--- config.mk ---
export PLATFORM = sky130hd
export DESIGN_NAME = tipi_ti_bus_regs
export DESIGN_NICKNAME = d
export VERILOG_FILES = /design/src/rtl/tipi_ti_bus_regs.sv
export SDC_FILE = /design/constraint.sdc
export NUM_CORES = 1
export LEC_CHECK = 0
export BUFFER_PORTS_ARGS = -buffer_cell sky130_fd_sc_hd__buf_2
export CAP_MARGIN = 20
export CORE_MARGIN = 8
export CORE_UTILIZATION = 55
export DETAILED_ROUTE_END_ITERATION = 12
export GPL_TIMING_DRIVEN = 0
export HOLD_SLACK_MARGIN = 0.05
export PLACE_DENSITY_LB_ADDON = 0.25
export SETUP_SLACK_MARGIN = 0.3
export SLEW_MARGIN = 20
export SYNTH_ARGS = -nofsm -noshare
export SYNTH_HDL_FRONTEND = slang
export SYNTH_SLANG_ARGS = --single-unit
--- constraint.sdc ---
create_clock -name clk -period 5.2 [get_ports clk]
set_input_delay 0.52 -clock clk [delete_from_list [all_inputs] [get_ports clk]]
set_output_delay 0.52 -clock clk [all_outputs]
set_load 0.005 [all_outputs]
--- src/rtl/tipi_ti_bus_regs.sv ---
// -----------------------------------------------------------------------------
// tipi_ti_bus_regs
//
// TI-99/4A-side register bank of the TIPI PEB card.
//
// This block decodes asynchronous TI memory and CRU bus cycles in the clk
// domain. It holds the TD and TC registers that the Pi nibble bus block
// shifts out. It presents the RD and RC registers, which the Pi writes, to
// the TI as snapshot read data, so a TI read never sees a half-updated value.
// It also owns the CRU enable bit (dsr_en) and the Pi reset request bit.
//
// Parameters
//   CRU_BASE     ti_addr[15:8] value that selects this card's CRU space
//
// Ports
//   clk          card clock, asynchronous to the TI bus
//   reset        asynchronous, active-high
//   ti_addr      TI address bus
//   ti_data_in   TI write data
//   ti_data_out  TI read data
//   ti_data_oe   drive enable for ti_data_out
//   ti_memen_n   memory cycle, active-low
//   ti_we_n      memory write strobe, active-low
//   ti_dbin      read cycle, active-high
//   ti_cruclk_n  CRU bit-write strobe, active-low
//   ti_cruout    CRU bit value
//   TD, TC       TI data / control registers, sent to the Pi bus block
//   RD, RC       Pi data / control registers, from the Pi bus block
//   tc_strobe    one-cycle pulse, coincident with each TC update
//   dsr_en       CRU bit 0: enables the DSR window and the registers
//   pi_reset     CRU bit 1: Pi reset request
//   dsr_rom_sel  DSR ROM select
// -----------------------------------------------------------------------------
module tipi_ti_bus_regs #(
   parameter logic [7:0] CRU_BASE = 8'h11
) (
   input  logic        clk,
   input  logic        reset,
   input  logic [15:0] ti_addr,
   input  logic [7:0]  ti_data_in,
   output logic [7:0]  ti_data_out,
   output logic        ti_data_oe,
   input  logic        ti_memen_n,
   input  logic        ti_we_n,
   input  logic        ti_dbin,
   input  logic        ti_cruclk_n,
   input  logic        ti_cruout,
   output logic [7:0]  TD,
   output logic [7:0]  TC,
   input  logic [7:0]  RD,
   input  logic [7:0]  RC,
   output logic        tc_strobe,
   output logic        dsr_en,
   output logic        pi_reset,
   output logic        dsr_rom_sel
);

   typedef enum logic [1:0] {
      ST_IDLE,
      ST_ACTIVE,
      ST_COMMIT
   } wr_state_t;

   // ---------------------------------------------------------------------
   // Strobe synchronizers ([0]=stage 1, [1]=stage 2, [2]=previous value)
   // and data pipes that stay aligned with stage 2
   // ---------------------------------------------------------------------
   logic [2:0]  we_sync;
   logic [2:0]  cruclk_sync;
   logic [1:0]  memen_sync;
   logic [1:0]  dbin_sync;
   logic [2:0]  sync_valid;
   logic [15:0] addr_p1, s_addr;
   logic [7:0]  data_p1, s_data;
   logic        cru_p1,  s_cru;

   always_ff @(posedge clk or posedge reset) begin
      if (reset) begin
         we_sync     <= '1;
         cruclk_sync <= '1;
         memen_sync  <= '1;
         dbin_sync   <= '0;
         sync_valid  <= '0;
         addr_p1     <= '0;
         s_addr      <= '0;
         data_p1     <= '0;
         s_data      <= '0;
         cru_p1      <= 1'b0;
         s_cru       <= 1'b0;
      end else begin
         we_sync     <= {we_sync[1:0], ti_we_n};
         cruclk_sync <= {cruclk_sync[1:0], ti_cruclk_n};
         memen_sync  <= {memen_sync[0], ti_memen_n};
         dbin_sync   <= {dbin_sync[0], ti_dbin};
         sync_valid  <= {sync_valid[1:0], 1'b1};
         addr_p1     <= ti_addr;
         s_addr      <= addr_p1;
         data_p1     <= ti_data_in;
         s_data      <= data_p1;
         cru_p1      <= ti_cruout;
         s_cru       <= cru_p1;
      end
   end

   // The sync flops come out of reset at the inactive level, which would
   // fake a falling edge if a strobe was already low at release. sync_valid
   // marks when the previous-value flop holds a real sample; only then can
   // a falling edge start a cycle.
   logic we_fall, we_rise, cru_fall, cru_rise;
   logic mem_start;

   always_comb begin
      we_fall   = sync_valid[2] & we_sync[2] & ~we_sync[1];
      we_rise   = ~we_sync[2] & we_sync[1];
      cru_fall  = sync_valid[2] & cruclk_sync[2] & ~cruclk_sync[1];
      cru_rise  = ~cruclk_sync[2] & cruclk_sync[1];
      mem_start = we_fall & ~memen_sync[1];
   end

   // ---------------------------------------------------------------------
   // Memory write FSM
   // ---------------------------------------------------------------------
   wr_state_t mem_state, mem_next;
   logic      mem_capture, mem_commit;

   always_ff @(posedge clk or posedge reset) begin
      if (reset) mem_state <= ST_IDLE;
      else       mem_state <= mem_next;
   end

   // Capture happens only on cycles where stage 2 of the strobe is low, so
   // the commit always uses the last address/data seen with the strobe low.
   always_comb begin
      mem_next    = mem_state;
      mem_capture = 1'b0;
      mem_commit  = 1'b0;
      case (mem_state)
         ST_IDLE: begin
            if (mem_start) begin
               mem_next    = ST_ACTIVE;
               mem_capture = 1'b1;
            end
         end
         ST_ACTIVE: begin
            if (we_rise) mem_next    = ST_COMMIT;
            else         mem_capture = 1'b1;
         end
         ST_COMMIT: begin
            mem_next   = ST_IDLE;
            mem_commit = 1'b1;
         end
         default: mem_next = ST_IDLE;
      endcase
   end

   // ---------------------------------------------------------------------
   // CRU write FSM
   // ---------------------------------------------------------------------
   wr_state_t cru_state, cru_next;
   logic      cru_capture, cru_commit;

   always_ff @(posedge clk or posedge reset) begin
      if (reset) cru_state <= ST_IDLE;
      else       cru_state <= cru_next;
   end

   always_comb begin
      cru_next    = cru_state;
      cru_capture = 1'b0;
      cru_commit  = 1'b0;
      case (cru_state)
         ST_IDLE: begin
            if (cru_fall) begin
               cru_next    = ST_ACTIVE;
               cru_capture = 1'b1;
            end
         end
         ST_ACTIVE: begin
            if (cru_rise) cru_next    = ST_COMMIT;
            else          cru_capture = 1'b1;
         end
         ST_COMMIT: begin
            cru_next   = ST_IDLE;
            cru_commit = 1'b1;
         end
         default: cru_next = ST_IDLE;
      endcase
   end

   // ---------------------------------------------------------------------
   // Captured cycle values
   // ---------------------------------------------------------------------
   logic [15:0] mem_cap_addr;
   logic [7:0]  mem_cap_data;
   logic [7:0]  cru_cap_base;
   logic [2:0]  cru_cap_idx;
   logic        cru_cap_val;

   always_ff @(posedge clk or posedge reset) begin
      if (reset) begin
         mem_cap_addr <= '0;
         mem_cap_data <= '0;
         cru_cap_base <= '0;
         cru_cap_idx  <= '0;
         cru_cap_val  <= 1'b0;
      end else begin
         if (mem_capture) begin
            mem_cap_addr <= s_addr;
            mem_cap_data <= s_data;
         end
         if (cru_capture) begin
            cru_cap_base <= s_addr[15:8];
            cru_cap_idx  <= s_addr[3:1];
            cru_cap_val  <= s_cru;
         end
      end
   end

   // ---------------------------------------------------------------------
   // Register bank
   // ---------------------------------------------------------------------
   always_ff @(posedge clk or posedge reset) begin
      if (reset) begin
         TD        <= '0;
         TC        <= '0;
         tc_strobe <= 1'b0;
         dsr_en    <= 1'b0;
         pi_reset  <= 1'b0;
      end else begin
         tc_strobe <= 1'b0;
         if (mem_commit && dsr_en) begin
            case (mem_cap_addr)
               16'h5FFF: TD <= mem_cap_data;
               16'h5FFD: begin
                  TC        <= mem_cap_data;
                  tc_strobe <= 1'b1;
               end
               default: ;
            endcase
         end
         if (cru_commit && (cru_cap_base == CRU_BASE)) begin
            case (cru_cap_idx)
               3'd0:    dsr_en   <= cru_cap_val;
               3'd1:    pi_reset <= cru_cap_val;
               default: ;
            endcase
         end
      end
   end

   // ---------------------------------------------------------------------
   // Read snapshot: tracks RD/RC until the synced read is seen, then holds
   // ---------------------------------------------------------------------
   logic       read_active_s;
   logic [7:0] snap_rd, snap_rc;

   always_comb begin
      read_active_s = ~memen_sync[1] & dbin_sync[1];
   end

   always_ff @(posedge clk or posedge reset) begin
      if (reset) begin
         snap_rd <= '0;
         snap_rc <= '0;
      end else if (!read_active_s) begin
         snap_rd <= RD;
         snap_rc <= RC;
      end
   end

   // ---------------------------------------------------------------------
   // Combinational read decode and ROM select on the raw bus
   // ---------------------------------------------------------------------
   logic rd_hit, rc_hit;

   always_comb begin
      rd_hit      = (ti_addr == 16'h5FFB);
      rc_hit      = (ti_addr == 16'h5FF9);
      ti_data_oe  = dsr_en & ~ti_memen_n & ti_dbin & (rd_hit | rc_hit);
      ti_data_out = '0;
      if (rd_hit)      ti_data_out = snap_rd;
      else if (rc_hit) ti_data_out = snap_rc;
      dsr_rom_sel = dsr_en & ~ti_memen_n &
                    (ti_addr >= 16'h4000) & (ti_addr <= 16'h5FF7);
   end

endmodule
==> results of run 1 <==
==> path summary, 6_finish.rpt <==
kind,from,endpoint,slack (ns),depth (start not counted)
worst max register to register,we_sync[2],mem_cap_data[0],3.33,5
worst min-delay path,ti_we_n,we_sync[0],0.11,1
max in group asynchronous,reset,cruclk_sync[2],3.89,4
min in group asynchronous,reset,snap_rc[7],0.57,3
worst max-delay path,ti_addr[10],ti_data_out[1],2.71,6
worst min register to register,data_p1[1],s_data[1],0.35,0
==> cells by family (layout without fill, tap and decap cells) <==
| group | after synthesis | after routing | share of synthesized area |
|---|---|---|---|
| buffers and inverters | 9 | 116 | 0.0110 |
| AOI/OAI and AO/OA | 3 | 3 | 0.00321 |
| muxes | 78 | 78 | 0.186 |
| other | 1 | 1 | 0.000802 |
| and+or+nand+nor | 40 | 40 | 0.0589 |
| DFF | 138 | 138 | 0.741 |
==> power by group through the flow <==
stage               Clock, mW  Sequential, mW  Combinational, mW
floorplan                   0            1.27              0.151
global placement            0            1.28              0.184
detailed placement          0            1.29              0.197
CTS                      1.17            1.28              0.202
global route             1.21            1.29              0.217
finish                   1.14            1.27              0.196
==> per-stage QoR <==
stage | area [sq um] | std cells | hold WS [ns] | power, mW
2_1_floorplan | 4680 | 269 | 0.331 | 1.42
3_5_place_dp | 5220 | 450 | 0.335 | 1.49
6_report | 5800 | 481 | 0.110 | 2.61
3_3_place_gp | 5180 | 449 | 0.332 | 1.47
5_1_grt | 5800 | 481 | 0.0875 | 2.72
4_1_cts | 5800 | 481 | 0.0874 | 2.64
==> state kept, by name, summed over array words and instances (netlist names), 8 cells and up <==
signal	cells
addr_p1	16
TC	8
TD	8
mem_cap_addr	16
snap_rc	8
cru_cap_base	8
snap_rd	8
s_data	8
data_p1	8
s_addr	16
mem_cap_data	8
==> metal layers <==
layer,up-vias,routed length (um),global-route usage
met2,68,3970,0.232
met4,2,120,0.0654
met5,-,8,0
met3,16,543,0.0553
met1,1243,3550,0.194
li1,1137,-,-
==> area by class of cell <==
| class | instances | area (sq um) |
|---|---|---|
| sequential | 138 | 3460 |
| fill | 566 | 2420 |
| multi-input combinational | 122 | 1160 |
| clock buffer | 17 | 414 |
| timing repair buffer | 77 | 413 |
| clock inverter | 13 | 155 |
| tap | 105 | 131 |
| buffer | 7 | 43.8 |
| inverter | 2 | 15.0 |
==> worst reg2reg max path: stages, from the launching register on <==
cell,delay [ns]
dfstp_2,0.52
and4bb_2,0.23
a21oi_1,0.05
nor2_2,0.29
buf_4,0.29
mux2_2,0.37
==> cells in the final DEF (no fill, tap or decap), types with 2 or more instances in the layout <==
master	count
nor2_1	10
clkbuf_1	2
nor4b_1	2
bufinv_16	3
nor3b_1	2
clkinvlp_4	3
clkbuf_16	16
nand3_1	2
nand4b_1	3
buf_2	77
nand4_1	4
dfstp_2	8
clkinv_4	2
clkinv_2	5
nand2b_1	2
mux2i_1	8
buf_4	2
mux2_2	70
nor4bb_1	2
a21oi_1	2
nand3b_1	2
dfrtp_1	130
==> results.json, run 1 <==
{
  "cp-start-kind": "primary input",
  "core_area_sq_um": 8220,
  "initial_core_util": 0.569,
  "io_pins": 76,
  "max-slew-margin-rel": 0.614,
  "tightest_slew_ns": 0.579,
  "crit_family": "simple AND/OR/NAND/NOR gates",
  "cts_resized": 0,
  "antennaDiodeCount": 0,
  "slowest_stage": "nand4b_1",
  "wl_um": 8200,
  "rows": 33,
  "setup-tns-final_ns": 0,
  "hold_viol_final": 0,
  "drc": 0,
  "cp_cell_sequence": "buf_2, nand4_1, nor3_1, nand4b_1, nor2_1, buf_2",
  "first_iter_violations": 99,
  "clock_latency_ns": 0.51,
  "p_switching_mw": 0.574,
  "nets": 412,
  "end_kind": "output pin",
  "port_buffers": 75,
  "areaGrowthSynthToFinish_pct": 24.0,
  "synthesis.area_sq_um": 4680,
  "cts_buffers": 17,
  "finalCritPeriodShare": 0.479,
  "swShare": 0.220,
  "dp_hpwl_um": 5660,
  "path_buf_inv": 2,
  "combPwrFrac": 0.075,
  "synth_top_area_share": 0.696,
  "finalCoreUtilization": 0.706,
  "gp_congestion": 0.753,
  "cts.sinks": 138,
  "root_buffer": "clkbuf_8",
  "die_height_um": 108,
  "final.min_clock_period_ns": 2.49,
  "max_freq_mhz": 402,
  "drive_above_1_share": 0.519,
  "hp-class": "primary input to flip-flop",
  "drv_cap": 0,
  "finalMaxSlewViolations": 0,
  "drt-pass1-iter-count": 4,
  "status": "completed",
  "path_clk_slew_ns": 0.05,
  "critPathMaxStageDelay_ns": 0.45,
  "ctsHoldBuffers": 1,
  "syn_area_per_cell_sq_um": 17.4,
  "yosys_warnings": 0,
  "clockBufferDepth": 2,
  "worstSetupPathType": "primary input to output pin",
  "skew_ns": 0.00722,
  "synth_nets": 316,
  "rsz0062_at_grt": "false",
  "pwr-share-seq": 0.488,
  "chipWidth_um": 108,
  "yosysSeqAreaShare": 0.741,
  "ys_ff_latch": 138,
  "cp.required_ns": 4.68,
  "post_cts_buffers": 0,
  "intPower_mw": 2.04,
  "grt_pass1_wl_um": 13600,
  "grt_max_degree": 84,
  "synth_ff_type": "dfrtp_1",
  "die_area_sq_um": 11700,
  "synth.most_common_cell": "dfrtp_1",
  "vdd_drop_max_mv": 0.244,
  "synthTopCellsByArea": "dfrtp_1 (70%), mux2_2 (17%), dfstp_2 (4.5%)",
  "pre_cts_slack_ns": 2.66,
  "antenna_found_initial": 1,
  "ys_top_cells_by_count": "dfrtp_1 (130), mux2_2 (70), nor2_1 (10), dfstp_2 (8), mux2i_1 (8)",
  "p_clk_frac": 0.437,
  "fin_ws_ns": 2.71,
  "setup_viol": 0,
  "htreeDepth": 4,
  "cts_tree": "yes",
  "pwr_density_cell_nw_per_um2": 451,
  "grt_usage": 0.153,
  "postRouteAntennaNets": 0,
  "async_reset_ff_frac": 1.00,
  "synthCells": 269,
  "synth_cell_types": 32,
  "via_count": 2466,
  "crit_fanout": 9,
  "overflow": 0,
  "wl_per_cell_um": 17.0,
  "synth_edf_count": 0,
  "cp.arrival_ns": 1.97,
  "path_common_cell": "buf_2",
  "static-leakage-power_nw": 2.76,
  "vias_per_cell": 5.13,
  "synth_top_cell_by_area": "dfrtp_1",
  "grt_pass1_vias": 2757
}
Power figures use the tool's default switching activity.
==> inputs of run 2 (changes only) <==
clock period = 2.4 ns   (was 5.2 ns; I/O delays follow)
==> run 2 against run 1 <==
Sequential power is 120% higher. Clock-buffer cell count is 6 higher. Setup slack worse by 2.3 ns. Highest routed layer is now met4. Die area stayed put. Design area is 8.2% higher.
==> results.json, run 2 (synthesis results as in run 1) <==
{
  "cp-start-kind": "primary input",
  "core_area_sq_um": 8220,
  "r2r_cells": 5,
  "initial_core_util": 0.569,
  "wl_per_cell_um": 16.9,
  "finalMaxSlewViolations": 0,
  "cts_tree": "yes",
  "die_height_um": 108,
  "worstSetupPathType": "primary input to output pin",
  "die_area_sq_um": 11700,
  "cts_buffers": 17,
  "finalCoreUtilization": 0.763,
  "areaGrowthSynthToFinish_pct": 34.1,
  "gp_congestion": 0.771,
  "port_buffers": 75,
  "fillers": 505,
  "finalCritPeriodShare": 0.820,
  "clockBufferDepth": 2,
  "status": "completed",
  "rrSetupSlack_ns": 0.59,
  "final_common_cell": "dfrtp_1",
  "overflow": 0,
  "antennaDiodeCount": 0,
  "r2r_start": "we_sync[2]",
  "max-slew-margin-rel": 0.614,
  "rows": 33,
  "clock_latency_ns": 0.50,
  "htreeDepth": 4,
  "setup-tns-final_ns": 0,
  "drc": 0,
  "grt_pass1_wl_um": 15000,
  "crit_fanout": 9,
  "r2r_end": "mem_cap_addr[14]",
  "dp_hpwl_um": 5840,
  "setup_viol": 0,
  "cp.required_ns": 2.16,
  "pwr_density_cell_nw_per_um2": 886,
  "hold_viol_final": 0,
  "root_buffer": "clkbuf_8",
  "finalPower_mw": 5.56,
  "chipWidth_um": 108,
  "grt_usage": 0.167,
  "vdd_drop_max_mv": 0.564,
  "antenna_found_initial": 0,
  "static-leakage-power_nw": 2.95,
  "final.min_clock_period_ns": 1.97,
  "nets": 460,
  "final_cell_mix": "dfrtp_1 (130), buf_2 (77), mux2_2 (70)",
  "whs_ns": 0.267,
  "top_regs": "addr_p1 (16), mem_cap_addr (16), s_addr (16)",
  "postRouteAntennaNets": 0,
  "drv_cap": 0,
  "skew_ns": 0.00811,
  "io_pins": 76,
  "drt-pass1-iter-count": 4,
  "tightest_slew_ns": 0.570,
  "hp-class": "primary input to async pin",
  "max_freq_mhz": 508,
  "first_iter_violations": 83,
  "wl_um": 8970,
  "end_kind": "output pin",
  "post_cts_buffers": 0,
  "via_count": 2684,
  "path_clk_slew_ns": 0.06,
  "grt_max_degree": 34,
  "rsz0062_at_grt": "false",
  "vias_per_cell": 5.05,
  "grt_pass1_vias": 3062,
  "cp.arrival_ns": 1.73,
  "drive_above_1_share": 0.467,
  "cts.sinks": 138
}
-- run 2: worst max-delay path by stage --
| stage | startpoint | to | slack, ns | cells after the start |
|---|---|---|---|---|
| floorplan | reset | TC[0] | 0.45 | 1 |
| global route | ti_addr[2] | ti_data_out[7] | 0.36 | 5 |
| global placement | reset | snap_rd[2] | -0.27 | 2 |
| detailed placement | ti_addr[6] | ti_data_oe | 0.48 | 6 |
| CTS | ti_addr[1] | ti_data_out[5] | 0.34 | 6 |
| finish | ti_addr[2] | ti_data_out[7] | 0.43 | 5 |
-- run 2: per-layer routing --
metal,vias up,share of wire,global-route usage
li1,1231,-,-
met1,1356,0.41,0.194
met5,-,0,0
met4,0,0.015,0.0704
met2,85,0.50,0.273
met3,12,0.072,0.0648
-- run 2: cell type report --
class                           count  area, sq um  share of cell area
Buffer                              7         45.0             0.00718
Clock buffer                       23          477              0.0760
Clock inverter                      9         65.1              0.0104
Inverter                            2         11.3             0.00180
Multi-Input combinational cell    122         1160               0.185
Sequential cell                   138         3460               0.552
Tap cell                          105          131              0.0209
Timing Repair Buffer              125          916               0.146
-- run 2: metrics by stage --
stage	setup WS, ns	cells	cell area, sq um
after floorplan	0.445	269	4680
after global placement	-0.268	449	5190
after detailed placement	0.476	453	5270
after CTS	0.344	531	6270
after global routing	0.356	531	6270
final	0.432	531	6270
-- run 2: timing repair --
item | CTS | global route
hold buffers | 46 | 0
endpoints found under the hold margin | 89 | 0
gates resized for setup | 0 | 2
endpoints found under the setup margin | 0 | 5
-- run 2: critical path, stage by stage --
cell and delay (ns):
dlygate4sd3_1 0.54, buf_2 0.13, nand4b_1 0.42, nor2_1 0.24, buf_2 0.16
-- run 2: report_power, final --
group	switching, mW	internal, mW
Sequential	0.157	2.61
Combinational	0.186	0.307
Clock	0.923	1.38
